[src/rtl/led_pkg.sv]
// Shared types for the LED digit scanner: digit count, digit code and FSM states.
package led_pkg;

    localparam int unsigned NUM_DIG = 8;
    localparam int unsigned IDX_W   = 3;

    // Bit 4 = decimal point, bits 3:0 = hex value.
    typedef logic [4:0] dig_code_t;
    typedef logic [IDX_W-1:0] dig_idx_t;

    typedef enum logic [1:0] {
        StIdle,
        StBlank,
        StShow
    } led_state_t;

endpackage

[src/rtl/led_scanner_if.sv]
// Register-write, mask and display-drive signals of the LED scanner.
interface led_scanner_if;
    import led_pkg::*;

    logic                   wr_en;
    dig_idx_t               wr_addr;
    dig_code_t              wr_data;
    logic [NUM_DIG-1:0]     dig_mask;
    dig_code_t              dig_ctrl;
    logic                   seg_en;
    logic [NUM_DIG-1:0]     o_an_n;
    logic                   frame_tick;

    modport master (
        output wr_en,
        output wr_addr,
        output wr_data,
        output dig_mask,
        input  dig_ctrl,
        input  seg_en,
        input  o_an_n,
        input  frame_tick
    );

    modport slave (
        input  wr_en,
        input  wr_addr,
        input  wr_data,
        input  dig_mask,
        output dig_ctrl,
        output seg_en,
        output o_an_n,
        output frame_tick
    );

endinterface

[src/rtl/led_rr_pick.sv]
// Circular next-set-bit search: first enabled digit strictly after idx_i, wrapping 7 -> 0.
module led_rr_pick
    import led_pkg::*;
(
    input  logic [NUM_DIG-1:0] mask_i,
    input  dig_idx_t           idx_i,
    output dig_idx_t           next_o,
    output logic               wrap_o,
    output logic               any_o
);

    dig_idx_t cand;
    logic     found;

    always_comb begin
        next_o = idx_i;
        cand   = idx_i;
        found  = 1'b0;
        // Offset NUM_DIG lands back on idx_i, covering the single-digit case.
        for (int unsigned off = 1; off <= NUM_DIG; off++) begin
            cand = idx_i + IDX_W'(off);
            if (!found && mask_i[cand]) begin
                next_o = cand;
                found  = 1'b1;
            end
        end
    end

    assign any_o  = |mask_i;
    assign wrap_o = any_o && (next_o <= idx_i);

endmodule

[src/rtl/led_scanner.sv]
// Multiplexed 8-digit LED scanner: blank gap, dwell per enabled digit, frame pulse per pass.
module led_scanner
    import led_pkg::*;
#(
    parameter int unsigned DWELL = 50000,
    parameter int unsigned BLANK = 64
) (
    input  logic          clk,
    input  logic          rst,
    led_scanner_if.slave  bus
);

    localparam int unsigned CntMax = (DWELL > BLANK) ? DWELL : BLANK;
    localparam int unsigned CntW   = (CntMax > 1) ? $clog2(CntMax) : 1;

    led_state_t           state_q, state_d;
    dig_idx_t             idx_q, idx_d;
    logic [CntW-1:0]      cnt_q, cnt_d;
    dig_code_t            digit_q [NUM_DIG];

    dig_idx_t             pick_idx;
    dig_idx_t             pick_next;
    logic                 pick_wrap;
    logic                 pick_any;
    logic                 blank_end;
    logic                 dwell_end;

    // In IDLE, searching after index 7 yields the lowest set bit.
    assign pick_idx = (state_q == StIdle) ? dig_idx_t'(NUM_DIG - 1) : idx_q;

    led_rr_pick u_pick (
        .mask_i (bus.dig_mask),
        .idx_i  (pick_idx),
        .next_o (pick_next),
        .wrap_o (pick_wrap),
        .any_o  (pick_any)
    );

    assign blank_end = (cnt_q == CntW'(BLANK - 1));
    // A lit digit whose mask bit drops ends its dwell at the next edge.
    assign dwell_end = (cnt_q == CntW'(DWELL - 1)) || !bus.dig_mask[idx_q];

    always_ff @(posedge clk) begin
        if (rst) begin
            state_q <= StIdle;
            idx_q   <= '0;
            cnt_q   <= '0;
        end else begin
            state_q <= state_d;
            idx_q   <= idx_d;
            cnt_q   <= cnt_d;
        end
    end

    always_ff @(posedge clk) begin
        if (rst) begin
            for (int unsigned i = 0; i < NUM_DIG; i++) begin
                digit_q[i] <= '0;
            end
        end else if (bus.wr_en) begin
            digit_q[bus.wr_addr] <= bus.wr_data;
        end
    end

    always_comb begin
        state_d = state_q;
        idx_d   = idx_q;
        cnt_d   = cnt_q;
        unique case (state_q)
            StIdle: begin
                if (pick_any) begin
                    state_d = StBlank;
                    idx_d   = pick_next;
                    cnt_d   = '0;
                end
            end
            StBlank: begin
                if (blank_end) begin
                    state_d = StShow;
                    cnt_d   = '0;
                end else begin
                    cnt_d = cnt_q + CntW'(1);
                end
            end
            StShow: begin
                if (dwell_end) begin
                    cnt_d = '0;
                    if (!pick_any) begin
                        state_d = StIdle;
                    end else begin
                        state_d = StBlank;
                        idx_d   = pick_next;
                    end
                end else begin
                    cnt_d = cnt_q + CntW'(1);
                end
            end
            default: begin
                state_d = StIdle;
                cnt_d   = '0;
            end
        endcase
    end

    always_comb begin
        bus.o_an_n     = '1;
        bus.seg_en     = 1'b0;
        bus.frame_tick = 1'b0;
        bus.dig_ctrl   = digit_q[idx_q];
        if (state_q == StShow) begin
            bus.o_an_n     = ~(NUM_DIG'(1) << idx_q);
            bus.seg_en     = 1'b1;
            bus.frame_tick = dwell_end && pick_any && pick_wrap;
        end
    end

endmodule

[src/flat_wrapper.sv]
// flat-port wrapper written by rule: the top's interface ports become plain ports
module led_scanner_flat import led_pkg::*;
#(
    parameter int unsigned DWELL = 50000,
    parameter int unsigned BLANK = 64
)
  (clk, rst, bus_wr_en, bus_wr_addr, bus_wr_data, bus_dig_mask, bus_dig_ctrl, bus_seg_en, bus_o_an_n, bus_frame_tick);
  led_scanner_if bus_i ();
  input  logic clk;
  input  logic rst;
  input wire logic [$bits(bus_i.wr_en)-1:0] bus_wr_en;
  input wire logic [$bits(bus_i.wr_addr)-1:0] bus_wr_addr;
  input wire logic [$bits(bus_i.wr_data)-1:0] bus_wr_data;
  input wire logic [$bits(bus_i.dig_mask)-1:0] bus_dig_mask;
  output wire logic [$bits(bus_i.dig_ctrl)-1:0] bus_dig_ctrl;
  output wire logic [$bits(bus_i.seg_en)-1:0] bus_seg_en;
  output wire logic [$bits(bus_i.o_an_n)-1:0] bus_o_an_n;
  output wire logic [$bits(bus_i.frame_tick)-1:0] bus_frame_tick;
  assign bus_i.wr_en = bus_wr_en;
  assign bus_i.wr_addr = bus_wr_addr;
  assign bus_i.wr_data = bus_wr_data;
  assign bus_i.dig_mask = bus_dig_mask;
  assign bus_dig_ctrl = bus_i.dig_ctrl;
  assign bus_seg_en = bus_i.seg_en;
  assign bus_o_an_n = bus_i.o_an_n;
  assign bus_frame_tick = bus_i.frame_tick;
  led_scanner #(.DWELL(DWELL), .BLANK(BLANK)) u_core (.clk(clk), .rst(rst), .bus(bus_i));
endmodule
[config.mk]
export PLATFORM = sky130hd
export DESIGN_NAME = led_scanner_flat
export DESIGN_NICKNAME = d
export VERILOG_FILES = /design/src/rtl/led_pkg.sv /design/src/rtl/led_scanner_if.sv /design/src/rtl/led_rr_pick.sv /design/src/rtl/led_scanner.sv /design/src/flat_wrapper.sv
export SDC_FILE = /design/constraint.sdc
export NUM_CORES = 1
export LEC_CHECK = 0
export ABC_AREA = 1
export CAP_MARGIN = 20
export CORE_ASPECT_RATIO = 0.9
export CORE_MARGIN = 3
export CORE_UTILIZATION = 40
export CTS_BUF_LIST = sky130_fd_sc_hd__clkbuf_8
export DETAILED_ROUTE_END_ITERATION = 7
export SYNTH_ARGS = -nofsm -noshare
export SYNTH_HDL_FRONTEND = slang
export SYNTH_HIERARCHICAL = 1
export SYNTH_SLANG_ARGS = --single-unit
[constraint.sdc]
create_clock -name clk -period 4.8 [get_ports clk]
set_input_delay 0.96 -clock clk [delete_from_list [all_inputs] [get_ports clk]]
set_output_delay 0.96 -clock clk [all_outputs]
set_load 0.05 [all_outputs]
# Yosys cells after proc, flatten, opt, wreduce, memory -nomap -nowiden
# Memories as Yosys holds them, arrays and structs flattened. A register that Yosys moved wholly into a read port is not among the register bits.
# Cells that the tools add are included.
[op_classes]
magnitude_cmp = 10
n_reduce_logical = 25
shifts = 1
mux = 59
add_sub_neg = 8
eq_ne = 7
n_bitwise = 1
[op_table]
columns = ["op", "count"]
rows = [
  ["$mux W16", 3],
  ["$pmux W16 S3", 1],
  ["$mux W3", 14],
  ["$lt A3 B4 Y1 const B", 9],
  ["$bmux W1 S3", 9],
  ["$mux W1", 25],
  ["$add A16 B1 Y16 const B", 1],
  ["$eq A16 B16 Y1 const B", 1],
  ["$eq A16 B6 Y1 const B", 1],
  ["$add A3 B3 Y3 const B", 4],
  ["$logic_and A1 B1 Y1", 10],
  ["$logic_not A1 Y1", 8],
  ["$mux W8", 1],
  ["$not A8 Y8", 1],
  ["$reduce_or A8 Y1", 1],
  ["$shl A1 B3 Y8 const A", 1],
  ["$add A3 B2 Y3 const B", 2],
  ["$mux W2", 3],
  ["$ne A2 B1 Y1 const B", 3],
  ["$pmux W2 S3", 1],
  ["$pmux W3 S2", 1],
  ["$mux W5", 1],
  ["$reduce_or A5 Y1", 1],
  ["$add A3 B1 Y3 const B", 1],
  ["other kinds (8)", 8],
]
[totals]
input_bits = 19
wordCells = 115
ff_bits = 21
mem_bits_rw = 40
out_inout_bits = 15
mem_count = 1
[mem_list]
columns = ["name", "depth", "word_bits", "rd", "rd_ports_with_merged_regs", "wr", "line_no", "source"]
rows = [
  ["u_core.digit_q", 8, 5, 1, 1, 8, "led_scanner.sv:19", "dig_code_t digit_q [NUM_DIG];"],
]

# Longest topological paths before layout
# Gate-level depths: netlist (run 1).
[logic_depth]
ltp_word = 32
ltp_mapped = 28
depth_no_buf = 28

# Hierarchy
# The synthesis (run 1) kept the hierarchy.
[by_module_without_submodules]
columns = ["mod", "instances", "area_per_inst_um2", "seq_area_each_um2", "cells_per_inst"]
rows = [
  ["led_scanner", 1, 3378.2, 1681.6, 443],
  ["led_rr_pick", 1, 838.3, 0.0, 151],
]

# Worst setup path after synthesis (run 1)
# OpenSTA, ideal clock, no wires.
[synth_path]
path_kind = "register to output"
from = "register u_core.state_q[0]"
to = "output port bus_frame_tick"
n_path_buf = 1
path_slack_ps = 273
path_stages_with_launch = 28
required_ps = 3840
arrival_ps = 3567
cell_sequence = "dfxtp_1 -> inv_1 -> ha_1 -> inv_1 -> nand2_1 -> buf_4 -> inv_2 -> ha_1 -> inv_1 -> nand3_1 -> nand3_2 -> nand2_2 -> inv_4 -> nand2_4 -> nor2_8 -> nand3_2 -> nor2_2 -> nor2_1 -> nand2_1 -> nand3_1 -> nand2_1 -> inv_1 -> ha_1 -> a21oi_1 -> o21ai_0 -> a22oi_1 -> nand4_1 -> inv_1"
[synth_via]
elab_chain_cells = 31
elab_cells_between_ends = 59
classes_between = "add/sub: 7; order compare: 1; eq/ne: 1; mux: 33; reduce/logical: 17"
[synth_lines]
columns = ["element", "line_no", "source"]
rows = [
  ["start, declared", "led_scanner.sv:16", "led_state_t state_q, state_d;"],
  ["start signal, assigned", "led_scanner.sv:45", "state_q <= StIdle;"],
  ["start signal, assigned", "led_scanner.sv:49", "state_q <= state_d;"],
  ["$logic_not A2 Y1 (*)", "led_scanner.sv:29", "assign pick_idx = (state_q == StIdle) ? dig_idx_t'(NUM_DIG - 1) : idx_q;"],
  ["$mux W3 (*)", "led_scanner.sv:29", ""],
  ["via u_core.pick_idx[1]", "led_scanner.sv:21", "dig_idx_t pick_idx;"],
  ["$add A3 B1 Y3", "led_rr_pick.sv:21", "cand = idx_i + IDX_W'(off);"],
  ["$bmux W1 S3", "led_rr_pick.sv:22", "if (!found && mask_i[cand]) begin"],
  ["$mux W1 (implied by the code)", "led_rr_pick.sv:22", ""],
  ["$mux W1", "led_rr_pick.sv:22", ""],
  ["$logic_not A1 Y1", "led_rr_pick.sv:22", ""],
  ["[... 18 more ...]", "-", ""],
  ["$logic_and A1 B1 Y1", "led_rr_pick.sv:22", ""],
  ["$mux W3 (*)", "led_rr_pick.sv:22", ""],
  ["via u_core.pick_next[2]", "led_scanner.sv:22", "dig_idx_t pick_next;"],
  ["$le A3 B3 Y1 (*)", "led_rr_pick.sv:30", "assign wrap_o = any_o && (next_o <= idx_i);"],
  ["$logic_and A1 B1 Y1 (*)", "led_rr_pick.sv:30", ""],
  ["via u_core.pick_wrap", "led_scanner.sv:23", "logic pick_wrap;"],
  ["$logic_and A1 B1 Y1 (*)", "led_scanner.sv:113", "bus.frame_tick = dwell_end && pick_any && pick_wrap;"],
  ["$mux W1 (*)", "led_scanner.sv:110", "if (state_q == StShow) begin"],
  ["end, declared", "flat_wrapper.sv:18", "output wire logic [$bits(bus_i.frame_tick)-1:0] bus_frame_tick;"],
]
# The timed path passes the listed nets; every way through them passes the cells marked *. The select of a mux whose other input is x is not followed.

# Final worst setup path (run 1)
[layout_path]
from = "register u_core.state_q[1]"
to = "output port bus_frame_tick"
# The elaborated chain is that of the path after synthesis.

==> results of run 1 <==
-- routing by layer --
layer	part of all wire	wire length, µm	up-vias	global-route usage
li1	-	-	2023	-
met1	0.47	4790	1839	0.246
met2	0.47	4840	101	0.280
met3	0.055	569	10	0.0355
met4	0.0092	95	0	0.0393
met5	0	0	-	0
-- cell families (layout without fill, tap and decap cells) --
logic type / Yosys count / count (layout) / synth area share
xor gates and xnor gates: 10 / 10 / 0.0270
DFF: 64 / 64 / 0.399
buffers and inverters: 87 / 140 / 0.0858
and+or+nand+nor: 355 / 355 / 0.374
AOI/OAI and AO/OA: 68 / 68 / 0.0846
adders and majority gates: 10 / 10 / 0.0297
-- cells in the mapped netlist, types with 2 or more instances --
library cell,n
nand2_1,142
nand4_2,2
nand3_1,50
buf_4,2
edfxtp_1,40
clkinv_1,2
nor2_1,119
buf_6,3
clkbuf_1,10
ha_1,10
buf_2,2
a21oi_1,26
nand4_1,8
o21ai_0,27
a31oi_1,6
or2_2,3
inv_2,8
inv_1,59
nor4_1,2
nand2_2,7
xor2_1,7
nand3_2,8
nand2_4,2
o22ai_1,5
o21ai_1,3
nor3_1,8
dfxtp_1,24
-- registers in the layout, summed over array words and instances, names as in the netlist, named ones only --
| register | flops |
|---|---|
| u_core/digit_q | 40 |
| u_core/idx_q | 3 |
| u_core/cnt_q | 16 |
| u_core/state_q | 2 |
-- area by class of cell --
cell class	instances	share of cell area
Inverter	70	0.0531
Tap cell	126	0.0307
Clock buffer	9	0.0241
Timing Repair Buffer	54	0.102
Multi-Input combinational cell	443	0.449
Clock inverter	7	0.0139
Sequential cell	64	0.328
-- timing repair --
action	in CTS	in global routing
endpoints found under the setup margin	1	1
setup buffers	0	11
gates resized for setup	10	39
pin swaps	1	10
-- worst max-delay path, delay by kind of cell, from the launching register on --
kind | cells | cell delay [ps]
adders and majority gates | 3 | 570
and+or+nand+nor | 14 | 1220
AOI/OAI and AO/OA | 3 | 350
buffers and inverters | 9 | 720
DFF | 1 | 360
-- through the flow --
| stage | hold slack, ps | area, µm² |
|---|---|---|
| final | 491 | 5140 |
| after global routing | 525 | 5140 |
| after CTS | 493 | 4910 |
| after detailed placement | 480 | 4690 |
| after global placement | 471 | 4690 |
| after floorplan | 458 | 4220 |
-- worst paths after layout --
path                             startpoint                            to  slack (ps)  depth (start not counted)
min            u_core/cnt_q[1]$_SDFFE_PP0P_  u_core/cnt_q[1]$_SDFFE_PP0P_         490                          2
max          u_core/state_q[1]$_SDFFE_PP0P_                bus_frame_tick         280                         29
max reg2reg  u_core/state_q[1]$_SDFFE_PP0P_                      register        2140                         24
min reg2reg    u_core/cnt_q[1]$_SDFFE_PP0P_  u_core/cnt_q[1]$_SDFFE_PP0P_         490                          2
==> metrics.txt, run 1 <==
GRT Resource Usage Total 0.175; critical path peak fanout 6; vias in the first global route around 3500; setup violators final 0; HP Class reg -> reg; top post-synthesis cells by area edfxtp_1, nand2_1, dfxtp_1; total gr overflow 0; clk_skew about 11 ps; Max-slew headroom 0.630; routed wire length between 10000 and 15000 µm; Synth Net Count 623; post-synthesis cell count just under 600; drt first pass iters 6; Syn Area/Cell 7.10 µm²; Layout Cells excl Fill ~770; Hold Fails Final Rpt 0; share of layout cells above drive strength 1 0.155; gp weighted congestion 0.880; Clock Sinks 64; post-synth top area cell edfxtp_1; die width roughly 110 µm; nets around 670; CTS Root Cell clkbuf_8; Antenna diodes 0; CTS Buf Count 9; core area around 10000 µm²; crit end category primary output; Final period util 0.941; first-pass GRT wire length 16700 µm; yosys warns 6; synthesis-stage register bit count 64; CTS Buffer Depth 2; register area share after synthesis 0.399; Achievable Freq 221 MHz; antenna violations before repair 0; dpl cells about 750; die height 103 µm; area of the multi-input gates roughly 2300 µm²; DP Wirelength 7530 µm; Period minus WS final around 4500 ps; post-synth cell types 36; register area about 1700 µm²; ys flop type edfxtp_1; pin slew with the least headroom to its limit 554 ps; fin. max-slew vios 0; Worst EP arrival 3560 ps; DRC errors left 0; final setup TNS 0 ps; Area Growth Syn to Fin 21.9%; hold buffers post-CTS 0; H-tree levels 3; # rows 34; post-place setup slack approximately 70 ps; ys async rst share 0; Detailed Route Iter0 Violations approximately 270; Wirelength per Cell roughly 13 µm; critical path's slowest cell dfxtp_2; WS Path Type reg -> out; number of synthesized flops with an enable pin 40; Vias between 3000 and 4000; final antenna-violating net count 0; die area between 10000 and 15000 µm²; post-route worst setup slack around 280 ps; CTS tree done; Mapped Area between 4000 and 5000 µm²; Clock Pin Slew Worst Setup and Hold Paths about 70 ps; pin count of the biggest net entering global routing 22; required time of the critical path roughly 3800 ps; commonest non-fill, non-tap cell in the layout nand2_1; most frequent cells in the layout nand2_1, nor2_1, inv_1; final core utilization 0.516; MaxCap Viol Count 0; Initial Utilization 0.424; share of the synthesized area in the top cell type 0.285; clk_lat worst skew ~350 ps; vias per cell approximately 5.1; status complete, no violations; startpoint types register; IO Pins 34; port bufs 33; RSZ-0062 raised after global routing false; CP peak stage delay 360 ps; Layout fillers 999
Power of run 1 is not shown: default switching activity piles up to over one toggle a cycle in this logic, so the estimate is an artifact.
==> run 2: changes to the inputs <==
--- a/config.mk
+++ b/config.mk
@@ -9,9 +9,11 @@
 export CAP_MARGIN = 20
 export CORE_ASPECT_RATIO = 0.9
 export CORE_MARGIN = 3
-export CORE_UTILIZATION = 40
+export CORE_UTILIZATION = 60
 export CTS_BUF_LIST = sky130_fd_sc_hd__clkbuf_8
+export CTS_CLUSTER_SIZE = 30
 export DETAILED_ROUTE_END_ITERATION = 7
+export PLACE_DENSITY = 0.82
 export SYNTH_ARGS = -nofsm -noshare
 export SYNTH_HDL_FRONTEND = slang
 export SYNTH_HIERARCHICAL = 1
==> metrics.txt, run 2 (synthesized netlist as in run 1, its figures left out) <==
status complete, no violations; antenna violations before repair 0 (unchanged); cell mode on critical path inv_2; share of layout cells above drive strength 1 0.138 (-0.0171); GRT Resource Usage Total 0.271 (+0.0962); nets 664 (-1.0%); setup violators final 0 (unchanged); required time of the critical path 3840 ps (about the same); DP Wirelength 7560 µm (+0.41%); clk_skew 5.78 ps (-5.69 ps); CTS Root Cell clkbuf_8; gp weighted congestion 0.935 (+6.2%); die area 8070 µm² (-32%); IO Pins 34 (unchanged); CTS Buffer Depth 2 (unchanged); Area Growth Syn to Fin 19.5%; die width 94.4 µm (-17%); critical path peak fanout 6 (unchanged); routed wire length 10800 µm (+5.0%); crit end category primary output; port bufs 33 (unchanged); vias per cell 5.64 (+9.8%); Initial Utilization 0.630 (+0.207); Detailed Route Iter0 Violations 377 (+38%); Achievable Freq 219 MHz (-1.1%); critical path's slowest cell dfxtp_2; DRC errors left 0 (unchanged); final setup TNS 0 ps (unchanged); RR Startpoint u_core/state_q[0]$_SDFFE_PP0P_; Hold Crit Start u_core/cnt_q[1]$_SDFFE_PP0P_; CP top delay family simple AND/OR/NAND/NOR gates; Hold Fails Final Rpt 0 (unchanged); pin slew with the least headroom to its limit 1120 ps (+565 ps); clk_lat worst skew 340 ps (about the same); max reg flops 40 (unchanged); die height 85.5 µm (-17%); Vias 4119 (+3.7%); CP peak stage delay 340 ps (-20 ps); WS Path Type reg -> out; commonest non-fill, non-tap cell in the layout nand2_1; Clock Pin Slew Worst Setup and Hold Paths 70 ps (about the same); Max-slew headroom 0.251 (-0.379); Worst EP arrival 3610 ps (+50 ps); total gr overflow 0 (unchanged); pin count of the biggest net entering global routing 22 (unchanged); R2R Path End u_core/idx_q[2]$_SDFFE_PP0P_; Period minus WS final 4570 ps (+50.1 ps); Min-Delay Path Depth 2 (unchanged); final antenna-violating net count 0 (unchanged); end of the worst hold path u_core/cnt_q[1]$_SDFFE_PP0P_; HP Class reg -> reg; largest registers u_core/digit_q x40, u_core/cnt_q x16, u_core/idx_q x3; CTS tree done; startpoint types register; RSZ-0062 raised after global routing false; CTS Buf Count 9 (unchanged); fin. max-slew vios 0 (unchanged); Wirelength per Cell 14.8 µm (+11%); Clock Sinks 64 (unchanged); first-pass GRT wire length 17300 µm (+3.6%); vias in the first global route 3717 (+4.8%); MaxCap Viol Count 0 (unchanged); # rows 28 (-18%); Antenna diodes 0 (unchanged); H-tree levels 3 (unchanged); Most flops, register u_core/digit_q; core area 6690 µm² (-33%); drt first pass iters 5 (-1); CP Buf/Inv Count 8 (-1); Final period util 0.951 (+0.0104); hold buffers post-CTS 0 (unchanged); reg2reg setup slack 2080 ps (-60 ps); most frequent cells in the layout nand2_1, nor2_1, inv_1; FF-to-FF path depth 22 (-8.3%)
==> run 2: worst register-to-register path, stage by stage, from the launching register on <==
cell and delay [ps]:
dfxtp_2 340, inv_2 90, ha_4 160, inv_4 40, nand2_2 90, inv_2 60, ha_4 280, inv_4 90
nand3_1 140, nand3_4 120, nand2_4 80, inv_4 90, nand2_4 70, nor2_8 130, nand3_4 80, nor2_4 150
nor2_1 60, nand2_1 80, nand3_1 70, nand2_1 80, inv_2 50, o21ai_0 190, nor2_1 80
==> run 2: metal layers <==
layer  global-route usage  vias up  wire length (µm)
met3               0.0491       29               757
met1                0.376     1898              4600
met2                0.434      165              5220
li1                     -     2027                 -
met4               0.0853        0               237
met5                    0        -                 0
==> run 2: cell type report <==
type                       instances  area (µm²)
clock buffer                      10         138
clock inverter                     6        67.6
fill                             512        1650
inverter                          70         273
multi-input combinational        443        2290
sequential                        64        1680
tap                               90         113
timing repair buffer              47         477
==> run 2: worst max-delay path by stage <==
| stage | from | end | cells past startpoint |
|---|---|---|---|
| final | u_core/state_q[0]$_SDFFE_PP0P_ | bus_frame_tick | 27 |
| after global placement | bus_dig_mask[6] | bus_frame_tick | 19 |
| after detailed placement | bus_dig_mask[2] | bus_frame_tick | 22 |
| after CTS | u_core/state_q[0]$_SDFFE_PP0P_ | bus_frame_tick | 29 |
| after global routing | u_core/state_q[1]$_SDFFE_PP0P_ | bus_frame_tick | 29 |
| after floorplan | u_core/state_q[0]$_SDFFE_PP0P_ | bus_frame_tick | 27 |
==> run 2: what timing repair did <==
item | 4_1_cts | 5_1_grt
setup buffers | 1 | 8
endpoints found under the setup margin | 1 | 1
resized for setup | 11 | 35
pin swaps | 1 | 10
gates cloned | 0 | 0
==> run 2: stage by stage <==
stage               setup slack [ps]  instance area, µm²  instances  utilization  hold slack (ps)
CTS                             2.91                4850        722        0.724              497
global placement                 177                4610        705        0.689              470
finish                           234                5040        730        0.753              493
global route                    34.0                5040        730        0.753              528
detailed placement              93.0                4610        705        0.689              488
floorplan                        273                4220        594            -              458
Power of run 2 is left out for the same reason.
